[src/rtl/uart_rx_param.sv]
// ---------------------------------------------------------------------------
// uart_rx_param
// Parameterised UART receiver. The asynchronous rx line is synchronised and
// then sampled once per bit at the bit centre, with timing taken from the
// synchronised falling edge that opens the frame. No oversampling or
// majority vote is done.
//
// Parameters
//   CLK_DIV     clk cycles per bit period (4..65535)
//   DATA_BITS   data bits per frame (5..9)
//   PARITY      0 none, 1 odd, 2 even
//   SYNC_STAGES rx synchroniser depth (2..4)
//
// Ports
//   clk         rising-edge system clock
//   rstn        asynchronous active-low reset
//   rx_pin_in   asynchronous serial line, idle high
//   h2l_sig     one-cycle pulse per synchronised high-to-low transition
//   rx_data     last received word, LSB = first data bit
//   rx_valid    one-cycle pulse; rx_data and error flags valid with it
//   parity_err  parity mismatch of the current word (0 when PARITY = 0)
//   frame_err   stop bit of the current word was sampled low
//   busy        high whenever the receiver FSM is not idle
// ---------------------------------------------------------------------------
module uart_rx_param #(
    parameter int CLK_DIV     = 5208,
    parameter int DATA_BITS   = 8,
    parameter int PARITY      = 0,
    parameter int SYNC_STAGES = 2
) (
    input  logic                 clk,
    input  logic                 rstn,
    input  logic                 rx_pin_in,
    output logic                 h2l_sig,
    output logic [DATA_BITS-1:0] rx_data,
    output logic                 rx_valid,
    output logic                 parity_err,
    output logic                 frame_err,
    output logic                 busy
);

    localparam int CNT_W = $clog2(CLK_DIV);
    localparam int IDX_W = $clog2(DATA_BITS + 1);
    localparam logic [CNT_W-1:0] CNT_FULL = CNT_W'(CLK_DIV - 1);
    localparam logic [CNT_W-1:0] CNT_HALF = CNT_W'(CLK_DIV / 2 - 1);
    localparam logic [CNT_W-1:0] CNT_ONE  = CNT_W'(1);
    localparam logic [IDX_W-1:0] IDX_LAST = IDX_W'(DATA_BITS - 1);
    localparam logic [IDX_W-1:0] IDX_ONE  = IDX_W'(1);

    typedef enum logic [2:0] {
        IDLE    = 3'd0,
        START   = 3'd1,
        DATA    = 3'd2,
        PAR     = 3'd3,
        STOP    = 3'd4,
        WAIT_HI = 3'd5
    } state_t;

    // Returns 1 when data plus received parity bit disagree with the mode.
    function automatic logic parity_mismatch(input logic [DATA_BITS-1:0] d,
                                             input logic                 p);
        logic x;
        x = ^{d, p};
        case (PARITY)
            1:       parity_mismatch = ~x;
            2:       parity_mismatch = x;
            default: parity_mismatch = 1'b0;
        endcase
    endfunction

    logic [SYNC_STAGES-1:0] sync_r;
    logic                   hist_r;
    logic                   h2l_r;
    state_t                 state_r;
    state_t                 state_nxt_s;
    logic [CNT_W-1:0]       cnt_r;
    logic [IDX_W-1:0]       bit_idx_r;
    logic [DATA_BITS-1:0]   shift_r;
    logic                   par_pend_r;
    logic [DATA_BITS-1:0]   rx_data_r;
    logic                   rx_valid_r;
    logic                   parity_err_r;
    logic                   frame_err_r;
    logic                   busy_r;

    logic line_s;
    logic edge_s;
    logic cnt_zero_s;
    logic last_bit_s;
    logic ld_half_s;
    logic ld_full_s;
    logic shift_s;
    logic par_smp_s;
    logic stop_smp_s;

    assign line_s     = sync_r[SYNC_STAGES-1];
    // Falling edge seen on the synchronised line; built from flops only.
    assign edge_s     = hist_r & ~line_s;
    assign cnt_zero_s = (cnt_r == '0);
    assign last_bit_s = (bit_idx_r == IDX_LAST);

    assign h2l_sig    = h2l_r;
    assign rx_data    = rx_data_r;
    assign rx_valid   = rx_valid_r;
    assign parity_err = parity_err_r;
    assign frame_err  = frame_err_r;
    assign busy       = busy_r;

    // Input synchroniser plus one-flop edge history; both reset to idle-high.
    always_ff @(posedge clk or negedge rstn) begin
        if (!rstn) begin
            sync_r <= {SYNC_STAGES{1'b1}};
            hist_r <= 1'b1;
            h2l_r  <= 1'b0;
        end else begin
            sync_r <= {sync_r[SYNC_STAGES-2:0], rx_pin_in};
            hist_r <= line_s;
            h2l_r  <= edge_s;
        end
    end

    // FSM state register.
    always_ff @(posedge clk or negedge rstn) begin
        if (!rstn) begin
            state_r <= IDLE;
        end else begin
            state_r <= state_nxt_s;
        end
    end

    // Next-state decode and datapath strobes; every sample is taken when the
    // bit counter reaches zero, so mid-bit line changes never move timing.
    always_comb begin
        state_nxt_s = state_r;
        ld_half_s   = 1'b0;
        ld_full_s   = 1'b0;
        shift_s     = 1'b0;
        par_smp_s   = 1'b0;
        stop_smp_s  = 1'b0;
        case (state_r)
            IDLE: begin
                if (edge_s) begin
                    ld_half_s   = 1'b1;
                    state_nxt_s = START;
                end else begin
                    state_nxt_s = IDLE;
                end
            end
            START: begin
                if (cnt_zero_s) begin
                    if (!line_s) begin
                        ld_full_s   = 1'b1;
                        state_nxt_s = DATA;
                    end else begin
                        state_nxt_s = IDLE;
                    end
                end else begin
                    state_nxt_s = START;
                end
            end
            DATA: begin
                if (cnt_zero_s) begin
                    shift_s   = 1'b1;
                    ld_full_s = 1'b1;
                    if (last_bit_s) begin
                        state_nxt_s = (PARITY != 0) ? PAR : STOP;
                    end else begin
                        state_nxt_s = DATA;
                    end
                end else begin
                    state_nxt_s = DATA;
                end
            end
            PAR: begin
                if (cnt_zero_s) begin
                    par_smp_s   = 1'b1;
                    ld_full_s   = 1'b1;
                    state_nxt_s = STOP;
                end else begin
                    state_nxt_s = PAR;
                end
            end
            STOP: begin
                if (cnt_zero_s) begin
                    stop_smp_s  = 1'b1;
                    state_nxt_s = line_s ? IDLE : WAIT_HI;
                end else begin
                    state_nxt_s = STOP;
                end
            end
            WAIT_HI: begin
                // A low stop bit leaves the line low; wait for it to recover
                // so the tail of a broken frame cannot look like a start bit.
                if (line_s) begin
                    state_nxt_s = IDLE;
                end else begin
                    state_nxt_s = WAIT_HI;
                end
            end
            default: begin
                state_nxt_s = IDLE;
            end
        endcase
    end

    // Bit counter, shift register and registered result/status outputs.
    always_ff @(posedge clk or negedge rstn) begin
        if (!rstn) begin
            cnt_r        <= '0;
            bit_idx_r    <= '0;
            shift_r      <= '0;
            par_pend_r   <= 1'b0;
            rx_data_r    <= '0;
            rx_valid_r   <= 1'b0;
            parity_err_r <= 1'b0;
            frame_err_r  <= 1'b0;
            busy_r       <= 1'b0;
        end else begin
            if (ld_half_s) begin
                cnt_r <= CNT_HALF;
            end else if (ld_full_s) begin
                cnt_r <= CNT_FULL;
            end else if (!cnt_zero_s) begin
                cnt_r <= cnt_r - CNT_ONE;
            end

            // Index is cleared when a frame opens, ready for the first data bit.
            if (ld_half_s) begin
                bit_idx_r <= '0;
            end else if (shift_s) begin
                bit_idx_r <= bit_idx_r + IDX_ONE;
            end

            if (shift_s) begin
                shift_r <= {line_s, shift_r[DATA_BITS-1:1]};
            end

            if (par_smp_s) begin
                par_pend_r <= parity_mismatch(shift_r, line_s);
            end

            if (stop_smp_s) begin
                rx_data_r    <= shift_r;
                frame_err_r  <= ~line_s;
                parity_err_r <= (PARITY != 0) ? par_pend_r : 1'b0;
            end

            rx_valid_r <= stop_smp_s;
            busy_r     <= (state_nxt_s != IDLE);
        end
    end

endmodule

[config.mk]
export PLATFORM = sky130hd
export DESIGN_NAME = uart_rx_param
export DESIGN_NICKNAME = d
export VERILOG_FILES = /design/src/rtl/uart_rx_param.sv
export SDC_FILE = /design/constraint.sdc
export NUM_CORES = 1
export LEC_CHECK = 0
export ABC_CLOCK_PERIOD_IN_PS = 5970
export CAP_MARGIN = 20
export CORE_MARGIN = 3
export CORE_UTILIZATION = 61
export CTS_BUF_LIST = sky130_fd_sc_hd__clkbuf_16
export DETAILED_ROUTE_END_ITERATION = 16
export GPL_ROUTABILITY_DRIVEN = 0
export HOLD_SLACK_MARGIN = 0.1
export PLACE_DENSITY = 0.86
export SLEW_MARGIN = 20
export SYNTH_ARGS = -nofsm -noshare
export SYNTH_HDL_FRONTEND = slang
export SYNTH_SLANG_ARGS = --single-unit
export TNS_END_PERCENT = 5
[constraint.sdc]
create_clock -name clk -period 5.97 [get_ports clk]
set_clock_uncertainty 0.05 [all_clocks]
set_input_delay 0.597 -clock clk [delete_from_list [all_inputs] [get_ports clk]]
set_output_delay 0.597 -clock clk [all_outputs]
set_load 0.1 [all_outputs]
==> results.toml, run 1 <==
[timing]
fmax_mhz = 409
period_share_pct = 41.0
rsz0062_at_grt = "false"
tightest_slew_ns = 0.968
fin_crit_ns = 2.45
slew_viol_final = 0
slew_headroom_pct = 35.3
finalSetupViolCount = 0
finalHoldViolCount = 0
fin_tns_setup_ns = 0

[floorplanning]
row_count = 19
core_area_um2 = 2920
die_h_um = 62.8
die_area_um2 = 3950
die_w_um = 62.8
io_pins = 16
start_util_pct = 67.4

[clocking]
htreeDepth = 2
path_clk_slew_ns = 0.06
post_cts_buffers = 0
cts_tree = "yes"
cts_max_path_buffers = 2
clock_latency_ns = 0.29
cts-root-buf = "clkbuf_16"
holdBufCountCts = 0
clock-sinks = 43
cts_resized = 0
cts_buffers = 5

[synthesis]
syn_nets = 169
ys.flop_type = "dfrtp_1"
synth_seq_area_share_pct = 54.8
synth_area_leader_cell = "dfrtp_1"
synth_top_area_share_pct = 50.8
synth.distinct_cells = 46
syn_area_um2 = 1970
syn_area_per_cell_um2 = 12.0
synthTopCellsByArea = "dfrtp_1 51%, mux2_4 6.1%, dfstp_2 4.0%"
async_reset_ff_share_pct = 100
synthCells = 164
synth_warnings = 0
synth-edff-count = 0
ys_ff_latch = 43

[min_path]
min-delay-path-class = "flip-flop to flip-flop"
hold_depth = 0

[place]
io_buffers = 14
post-dp-hpwl_um = 2470

[power]
switching_power_uw = 258
p_sw_share_pct = 30.1
p_leak_nw = 1.07
powerDensity_nw_per_um2 = 375
p_comb_share_pct = 18.6
vdd_drop_max_v = 0.000267
fin_total_pwr_uw = 857
pwr-share-clk_pct = 35.4
power_frac_seq_pct = 46.1
p_int_uw = 599

[global_route]
grt_pass1_wl_um = 6440
grt_overflow = 0
antenna_found_initial = 0
use_met3_pct = 5.40
grt_max_degree = 44
met2_usage_pct = 35.7
met1_usage_pct = 25.2
grt_pass1_vias = 1348
grt_busiest_layer = "met2"
grt_usage_pct = 21.4

[setup_path]
cp_slowest_stage_delay_ns = 1.14
worstSetupEndpointType = "primary output"
cp.depth = 1
critical_path.endpoint = "rx_data[0]"
critical_path.startpoint = "rx_data[0]$_DFFE_PN0P_"
cp.buffers_inverters = 1
critPathSlowestCell = "clkdlybuf4s50_1"
cp-start-kind = "flip-flop"
path_cells = "clkdlybuf4s50_1"
worstReg2RegEnd = "bit_idx_r[2]$_DFFE_PN0P_"
crit_arrival_ns = 1.80
r2r_start = "cnt_r[0]$_DFFE_PN0P_"
r2r_slack_ns = 3.61
rr_worst_depth = 6
crit_family = "buffers and inverters"
worstPathMaxFanout = 2
critPathRequiredTime_ns = 5.32
critical_path_class = "flip-flop to primary output"

[detailed_routing]
via_per_inst = 5.84
wl_per_cell_um = 16.3
drtPass1Iterations = 4
vias = 1297
wl_um = 3620
drc = 0
antenna_left = 0
drtIter0Drc = 102

[layout]
layout_common_cells = "40 x dfrtp_1, 13 x nor2_1, 13 x clkdlybuf4s50_1"
multiInputGateArea_um2 = 823
fill_cells = 193
area_growth_pct = 16.1
layout_commonest_cell = "dfrtp_1"
diodes = 0
ff_latch_area_um2 = 1080
drive_above_1_share_pct = 16.1
utilization_pct = 78.2
fin_nets = 184

[run]
cap_violations = 0

[run_status]
outcome = "completed"
power groups by stage:
stage          sequential (mW)  clock [mW]  combinational, mW
5_1_grt                  0.401       0.320              0.177
6_report                 0.395       0.303              0.159
2_1_floorplan            0.396           0              0.117
3_3_place_gp             0.393           0              0.148
4_1_cts                  0.394       0.306              0.160
3_5_place_dp             0.398           0              0.156
cell type report:
cell class                 instances  area share, %
sequential                        43           47.2
multi-input combinational        107           36.0
timing repair buffer              14           5.91
clock buffer                       5           5.47
tap                               42           2.30
clock inverter                     3           1.81
inverter                           8           1.31
through the flow:
stage | area, um^2 | setup slack (ns) | hold slack [ns] | instances
global placement | 2120 | 3.75 | 0.296 | 214
finish | 2290 | 3.52 | 0.305 | 222
global route | 2290 | 3.45 | 0.314 | 222
floorplan | 1970 | 4.05 | 0.251 | 164
detailed placement | 2120 | 3.65 | 0.298 | 214
CTS | 2290 | 3.52 | 0.307 | 222
synthesized netlist by cell type (all sizes together), types with 2 or more instances:
| master | n |
|---|---|
| nand2 | 10 |
| nand3b | 2 |
| xor2 | 3 |
| inv | 8 |
| dfrtp | 40 |
| nor2 | 13 |
| o31ai | 3 |
| ha | 2 |
| mux2i | 2 |
| buf | 5 |
| nor3b | 2 |
| nand4 | 2 |
| dfstp | 3 |
| or4 | 2 |
| o211ai | 2 |
| mux2 | 16 |
| nand3 | 7 |
| xnor2 | 3 |
| o21ai | 8 |
| a21oi | 8 |
| nand2b | 2 |
| nor4 | 3 |
| nor3 | 4 |
cells by family after synthesis:
family	share of synthesized area, %
flops	54.8
mux	11.7
simple gates	18.4
other cells	0.190
buf+inv	3.37
compound gates	7.56
xor+xnor	2.67
fa+ha+maj	1.27
worst reg2reg max path, stage by stage (launching register included):
cell and delay [ns]:
dfrtp_1 0.42, inv_1 0.10, ha_1 0.19, nor3b_4 0.40
nand4_2 0.48, or4_1 0.58, nand2_1 0.09
worst min-delay path by stage:
stage                                     to  slack (ns)                 from
floorplan           bit_idx_r[0]$_DFFE_PN0P_        0.25                 rstn
global placement         sync_r[1]$_DFF_PN1_        0.30  sync_r[0]$_DFF_PN1_
detailed placement       sync_r[1]$_DFF_PN1_        0.30  sync_r[0]$_DFF_PN1_
CTS                      sync_r[1]$_DFF_PN1_        0.31  sync_r[0]$_DFF_PN1_
global route             sync_r[1]$_DFF_PN1_        0.31  sync_r[0]$_DFF_PN1_
finish                   sync_r[1]$_DFF_PN1_        0.31  sync_r[0]$_DFF_PN1_
metal layers:
metal | up-vias | wire, um
met5 | - | 0
met4 | 0 | 104
met3 | 10 | 110
met2 | 26 | 1850
met1 | 656 | 1560
li1 | 605 | -
state kept, by name, summed over array words and instances, names as in the netlist:
signal and cells:
frame_err 1, sync_r 2, shift_r 8, busy 1
state_r 3, bit_idx_r 4, cnt_r 13, rx_valid 1
hist_r 1, h2l_sig 1, rx_data 8
Power figures use the tool's default switching activity.
==> run 2: changes to the inputs <==
--- a/config.mk
+++ b/config.mk
@@ -5,15 +5,15 @@
 export SDC_FILE = /design/constraint.sdc
 export NUM_CORES = 1
 export LEC_CHECK = 0
-export ABC_CLOCK_PERIOD_IN_PS = 5970
+export ABC_CLOCK_PERIOD_IN_PS = 2100
 export CAP_MARGIN = 20
 export CORE_MARGIN = 3
-export CORE_UTILIZATION = 61
+export CORE_UTILIZATION = 51
 export CTS_BUF_LIST = sky130_fd_sc_hd__clkbuf_16
 export DETAILED_ROUTE_END_ITERATION = 16
 export GPL_ROUTABILITY_DRIVEN = 0
 export HOLD_SLACK_MARGIN = 0.1
-export PLACE_DENSITY = 0.86
+export PLACE_DENSITY = 0.77
 export SLEW_MARGIN = 20
 export SYNTH_ARGS = -nofsm -noshare
 export SYNTH_HDL_FRONTEND = slang
==> constraint.sdc (replaced) <==
create_clock -name clk -period 2.1 [get_ports clk]
set_clock_uncertainty 0.05 [all_clocks]
set_input_delay 0.21 -clock clk [delete_from_list [all_inputs] [get_ports clk]]
set_output_delay 0.21 -clock clk [all_outputs]
set_load 0.1 [all_outputs]
==> run 2 against run 1 <==
  * Hold slack got worse by 0.025 ns
  * Non-clock buffer count increased by 10
  * Register-to-register slack got worse by 3.5 ns
  * Final area increased by 1.9%
  * Sequential share of layout area decreased by 0.89 points
  * Core utilization decreased by 12 points
  * Sequential power increased to 2.8 times the previous value
  * Global-route usage decreased by 2.7 points
  * Setup slack got worse by 3.4 ns
  * Largest cell class unchanged
  * Highest routed layer unchanged
==> results.toml, run 2 (synthesized netlist as in run 1, its figures left out) <==
[run_status]
outcome = "completed"

[setup_path]
rr_worst_depth = 4
crit_arrival_ns = 2.14
worstPathMaxFanout = 10
worstReg2RegEnd = "rx_data[0]$_DFFE_PN0P_"
r2r_slack_ns = 0.08
r2r_start = "cnt_r[5]$_DFFE_PN0P_"
cp-start-kind = "flip-flop"
critical_path_class = "flip-flop to flip-flop"
critPathRequiredTime_ns = 2.22
worstSetupEndpointType = "flip-flop"
critical_path.startpoint = "cnt_r[5]$_DFFE_PN0P_"

[timing]
fin_tns_setup_ns = 0
fin_crit_ns = 2.02
setup_slack_ns = 0.0767
rsz0062_at_grt = "false"
slew_headroom_pct = 38.7
slew_viol_final = 0
finalSetupViolCount = 0
fmax_mhz = 494
period_share_pct = 96.3
tightest_slew_ns = 0.920
finalHoldViolCount = 0

[global_route]
antenna_found_initial = 0
grt_usage_pct = 18.7
grt_overflow = 0
grt_pass1_vias = 1323
grt_pass1_wl_um = 6260
grt_max_degree = 44

[layout]
top_register = "cnt_r"
fill_cells = 268
largest_reg_flops = 13
area_growth_pct = 18.4
diodes = 0
layout_commonest_cell = "dfrtp_1"
multiInputGateArea_um2 = 836
instances_no_fill = 236
ff_latch_area_um2 = 1080
fin_nets = 194
layout_common_cells = "40 x dfrtp_1, 21 x buf_4, 13 x nor2_1"
post-route-cell-area_um2 = 2330
drive_above_1_share_pct = 26.8

[floorplanning]
die_w_um = 68.1
die_area_um2 = 4640
io_pins = 16
die_h_um = 68.1
row_count = 21
core_area_um2 = 3520
start_util_pct = 55.9

[min_path]
hold_depth = 1
min-delay-path-class = "input pin to flip-flop"
min-delay-start = "rx_pin_in"
min_to = "sync_r[0]$_DFF_PN1_"

[detailed_routing]
vias = 1327
drtIter0Drc = 63
wl_per_cell_um = 15.6
antenna_left = 0
via_per_inst = 5.62
wl_um = 3680
drc = 0
drtPass1Iterations = 4

[clocking]
cts_max_path_buffers = 2
cts_buffers = 5
clock_latency_ns = 0.28
clock-sinks = 43
path_clk_slew_ns = 0.06
cts-root-buf = "clkbuf_16"
cts_tree = "yes"
htreeDepth = 2

[power]
powerDensity_nw_per_um2 = 1020
p_leak_nw = 1.13
fin_total_pwr_mw = 2.37
vdd_drop_max_v = 0.000540

[place]
post-dp-hpwl_um = 2580
placed_cell_area_um2 = 2160
place_ws_ns = 0.118
dp_cells = 227
io_buffers = 14

[run]
cap_violations = 0
## run 2: routing by layer
| layer | vias to the layer above | wire length, um | global-route usage, % |
|---|---|---|---|
| met2 | 29 | 1800 | 29.5 |
| met4 | 0 | 51 | 8.68 |
| met3 | 6 | 176 | 5.91 |
| met5 | - | 0 | 0 |
| li1 | 628 | - | - |
| met1 | 664 | 1650 | 23.5 |
## run 2: critical path, cell delays in order, from the launching register on
cell,delay [ns]
dfrtp_1,0.45
nor4_4,0.42
and4_1,0.49
nand2_8,0.16
mux2_4,0.33
## run 2: power by group
group | total (mW) | leakage, nW | internal, mW | switching (mW)
clock | 0.754 | 0.0674 | 0.438 | 0.316
combinational | 0.508 | 0.509 | 0.224 | 0.285
sequential | 1.11 | 0.555 | 0.954 | 0.152
## run 2: worst max path at each step
stage                             end  slack [ns]  cells after the start
2_1_floorplan  rx_data[0]$_DFFE_PN0P_        0.18                      7
3_3_place_gp     cnt_r[2]$_DFFE_PN0P_        0.16                      7
3_5_place_dp   rx_data[0]$_DFFE_PN0P_        0.12                      6
4_1_cts         cnt_r[12]$_DFFE_PN0P_         0.1                      7
5_1_grt          cnt_r[0]$_DFFE_PN0P_       0.004                      8
6_report       rx_data[0]$_DFFE_PN0P_        0.08                      4
## run 2: cell type report
cell class              instances  share of cell area, %
flip-flops and latches         43                   46.3
multi-input cells             107                   35.9
repair buffers                 24                   7.84
clock buffers                   5                   5.37
well taps                      46                   2.47
inverters                       8                   1.29
clock inverters                 3                  0.859
## run 2: repair_timing
action | in CTS | in global routing
buffers inserted | 0 | 0
hold buffers | 1 | 0
setup endpoints to repair | 0 | 9
endpoints found under the hold margin | 40 | 0
resized for setup | 0 | 2
## run 2: through the flow
step	hold WS [ns]	util, %
after global routing	0.283	66.2
after CTS	0.278	65.8
after detailed placement	0.301	61.4
after global placement	0.297	61.4
final	0.280	66.2
after floorplan	-0.136	-
==> run 3: changes to the inputs <==
--- a/config.mk
+++ b/config.mk
@@ -5,15 +5,16 @@
 export SDC_FILE = /design/constraint.sdc
 export NUM_CORES = 1
 export LEC_CHECK = 0
+export ABC_AREA = 0
 export ABC_CLOCK_PERIOD_IN_PS = 2100
 export CAP_MARGIN = 20
-export CORE_MARGIN = 3
+export CORE_MARGIN = 4
 export CORE_UTILIZATION = 51
 export CTS_BUF_LIST = sky130_fd_sc_hd__clkbuf_16
 export DETAILED_ROUTE_END_ITERATION = 16
 export GPL_ROUTABILITY_DRIVEN = 0
 export HOLD_SLACK_MARGIN = 0.1
-export PLACE_DENSITY = 0.77
+export PLACE_DENSITY = 0.85
 export SLEW_MARGIN = 20
 export SYNTH_ARGS = -nofsm -noshare
 export SYNTH_HDL_FRONTEND = slang
==> run 3 against run 2 <==
  * Routed wire length is 6.9% higher
  * Largest power group unchanged
  * Core utilization is 3.0 points lower
  * Combinational power is 4.9% higher
  * Final cell count is 0.42% higher
  * Power is 1.1% higher
  * Sequential power hardly changed
  * Non-clock buffer count is 1 lower
  * Register-to-register slack better by 0.07 ns
  * Sequential share of layout area stayed put
  * Final area stayed put
  * Setup slack better by 0.072 ns
==> results.toml, run 3 (synthesized netlist as in run 1, its figures left out) <==
[layout]
area_growth_pct = 18.4
drive_above_1_share_pct = 27.5
top_register = "cnt_r"
fin_nets = 193
layout_commonest_cell = "dfrtp_1"
largest_reg_flops = 13
layout_common_cells = "40 x dfrtp_1, 19 x buf_4, 13 x nor2_1"
instances_no_fill = 237
fill_cells = 270
diodes = 0

[clocking]
htreeDepth = 2
cts_tree = "yes"
cts_max_path_buffers = 2
cts-root-buf = "clkbuf_16"
path_clk_slew_ns = 0.06
post_cts_buffers = 0
clock-sinks = 43
cts_buffers = 5
clock_latency_ns = 0.28

[timing]
fin_tns_setup_ns = 0
tightest_slew_ns = 0.924
rsz0062_at_grt = "false"
slew_viol_final = 0
finalHoldViolCount = 0
fmax_mhz = 512
period_share_pct = 92.9
finalSetupViolCount = 0
slew_headroom_pct = 38.4
fin_crit_ns = 1.95

[min_path]
min_to = "sync_r[0]$_DFF_PN1_"
min-delay-start = "rx_pin_in"
min-delay-path-class = "input pin to flip-flop"
hold_depth = 1

[power]
p_int_mw = 1.62
pwr-share-clk_pct = 31.0
power_frac_seq_pct = 46.7
vdd_drop_max_v = 0.000554
p_comb_share_pct = 22.2
p_sw_share_pct = 32.3
powerDensity_nw_per_um2 = 1030
switching_power_uw = 775
p_leak_nw = 1.11

[detailed_routing]
via_per_inst = 5.70
wl_met3_um = 157
highest_layer = "met4"
wl_met2_um = 2030
wl_um = 3930
antenna_left = 0
drc = 0
wl_per_cell_um = 16.6
drtIter0Drc = 94
drtPass1Iterations = 4
vias = 1350
wl_met1_um = 1690

[global_route]
grt_overflow = 0
antenna_found_initial = 0
grt_max_degree = 44
grt_pass1_vias = 1452
grt_pass1_wl_um = 7220
grt_usage_pct = 18.3

[setup_path]
worstPathMaxFanout = 9
crit_arrival_ns = 2.10
critical_path_class = "flip-flop to flip-flop"
crit_family = "simple AND/OR/NAND/NOR gates"
worstReg2RegEnd = "state_r[2]$_DFF_PN0_"
cp_slowest_stage_delay_ns = 0.42
rr_worst_depth = 7
worstSetupEndpointType = "flip-flop"
r2r_start = "cnt_r[0]$_DFFE_PN0P_"
cp-start-kind = "flip-flop"
critPathRequiredTime_ns = 2.25
critPathSlowestCell = "dfrtp_1"
cp.buffers_inverters = 2
path_cells = "inv_1 > ha_1 > nor3b_4 > buf_6 > nand4_4 > or3_1 > o21ai_1"
r2r_slack_ns = 0.15

[floorplanning]
core_area_um2 = 3690
die_h_um = 70.1
start_util_pct = 53.4
io_pins = 16
die_w_um = 70.1
die_area_um2 = 4920
row_count = 22

[run]
cap_violations = 0

[run_status]
outcome = "completed"

[place]
io_buffers = 14
post-dp-hpwl_um = 2690
dp_cells = 228
run 3: repair_timing:
item / 4_1_cts / 5_1_grt
setup endpoints to repair: 0 / 18
hold endpoints to repair: 40 / 0
gates resized for setup: 0 / 4
hold buffers: 1 / 0
run 3: cell type report:
class	count	area, um^2	share of cell area (%)
clock buffer	5	125	5.37
clock inverter	3	20.0	0.859
inverter	8	30.0	1.29
multi-input combinational	107	837	35.9
sequential	43	1080	46.3
tap	48	60.1	2.58
timing repair buffer	23	179	7.68
run 3: worst register-to-register path: cells and delay by family (launching register included):
kind	cells	cell delay, ns
compound gates	1	0.18
fa+ha+maj	1	0.19
buf+inv	2	0.25
flops	1	0.42
simple gates	3	0.78
run 3: per-stage QoR:
| stage | power, mW | util, % | hold slack (ns) | instance area [um^2] | setup slack [ns] |
|---|---|---|---|---|---|
| floorplan | 1.46 | - | -0.136 | 1970 | 0.179 |
| global placement | 1.59 | 58.5 | 0.297 | 2160 | 0.177 |
| detailed placement | 1.63 | 58.5 | 0.298 | 2160 | 0.0884 |
| CTS | 2.39 | 62.7 | 0.284 | 2310 | 0.0601 |
| global route | 2.53 | 63.2 | 0.281 | 2330 | 0.0176 |
| finish | 2.40 | 63.2 | 0.282 | 2330 | 0.148 |
run 3: worst max-delay path by stage:
stage | start | endpoint | cells after the start | slack [ns]
final | cnt_r[0]$_DFFE_PN0P_ | state_r[2]$_DFF_PN0_ | 7 | 0.15
after global routing | cnt_r[0]$_DFFE_PN0P_ | state_r[2]$_DFF_PN0_ | 7 | 0.02
after CTS | cnt_r[0]$_DFFE_PN0P_ | cnt_r[6]$_DFFE_PN0P_ | 7 | 0.06
after detailed placement | cnt_r[0]$_DFFE_PN0P_ | cnt_r[6]$_DFFE_PN0P_ | 7 | 0.09
after global placement | cnt_r[0]$_DFFE_PN0P_ | cnt_r[12]$_DFFE_PN0P_ | 7 | 0.18
after floorplan | cnt_r[0]$_DFFE_PN0P_ | rx_data[0]$_DFFE_PN0P_ | 7 | 0.18
run 3: power by group through the flow:
stage | sequential, mW | clock (mW) | combinational, mW
detailed placement | 1.13 | 0 | 0.501
finish | 1.12 | 0.743 | 0.533
floorplan | 1.13 | 0 | 0.334
global route | 1.13 | 0.807 | 0.592
global placement | 1.11 | 0 | 0.477
CTS | 1.12 | 0.750 | 0.520
run 3: routing by layer:
layer	track usage, %	up-vias
met5	0	-
li1	-	627
met3	4.32	9
met4	4.89	0
met1	24.0	678
met2	30.2	36
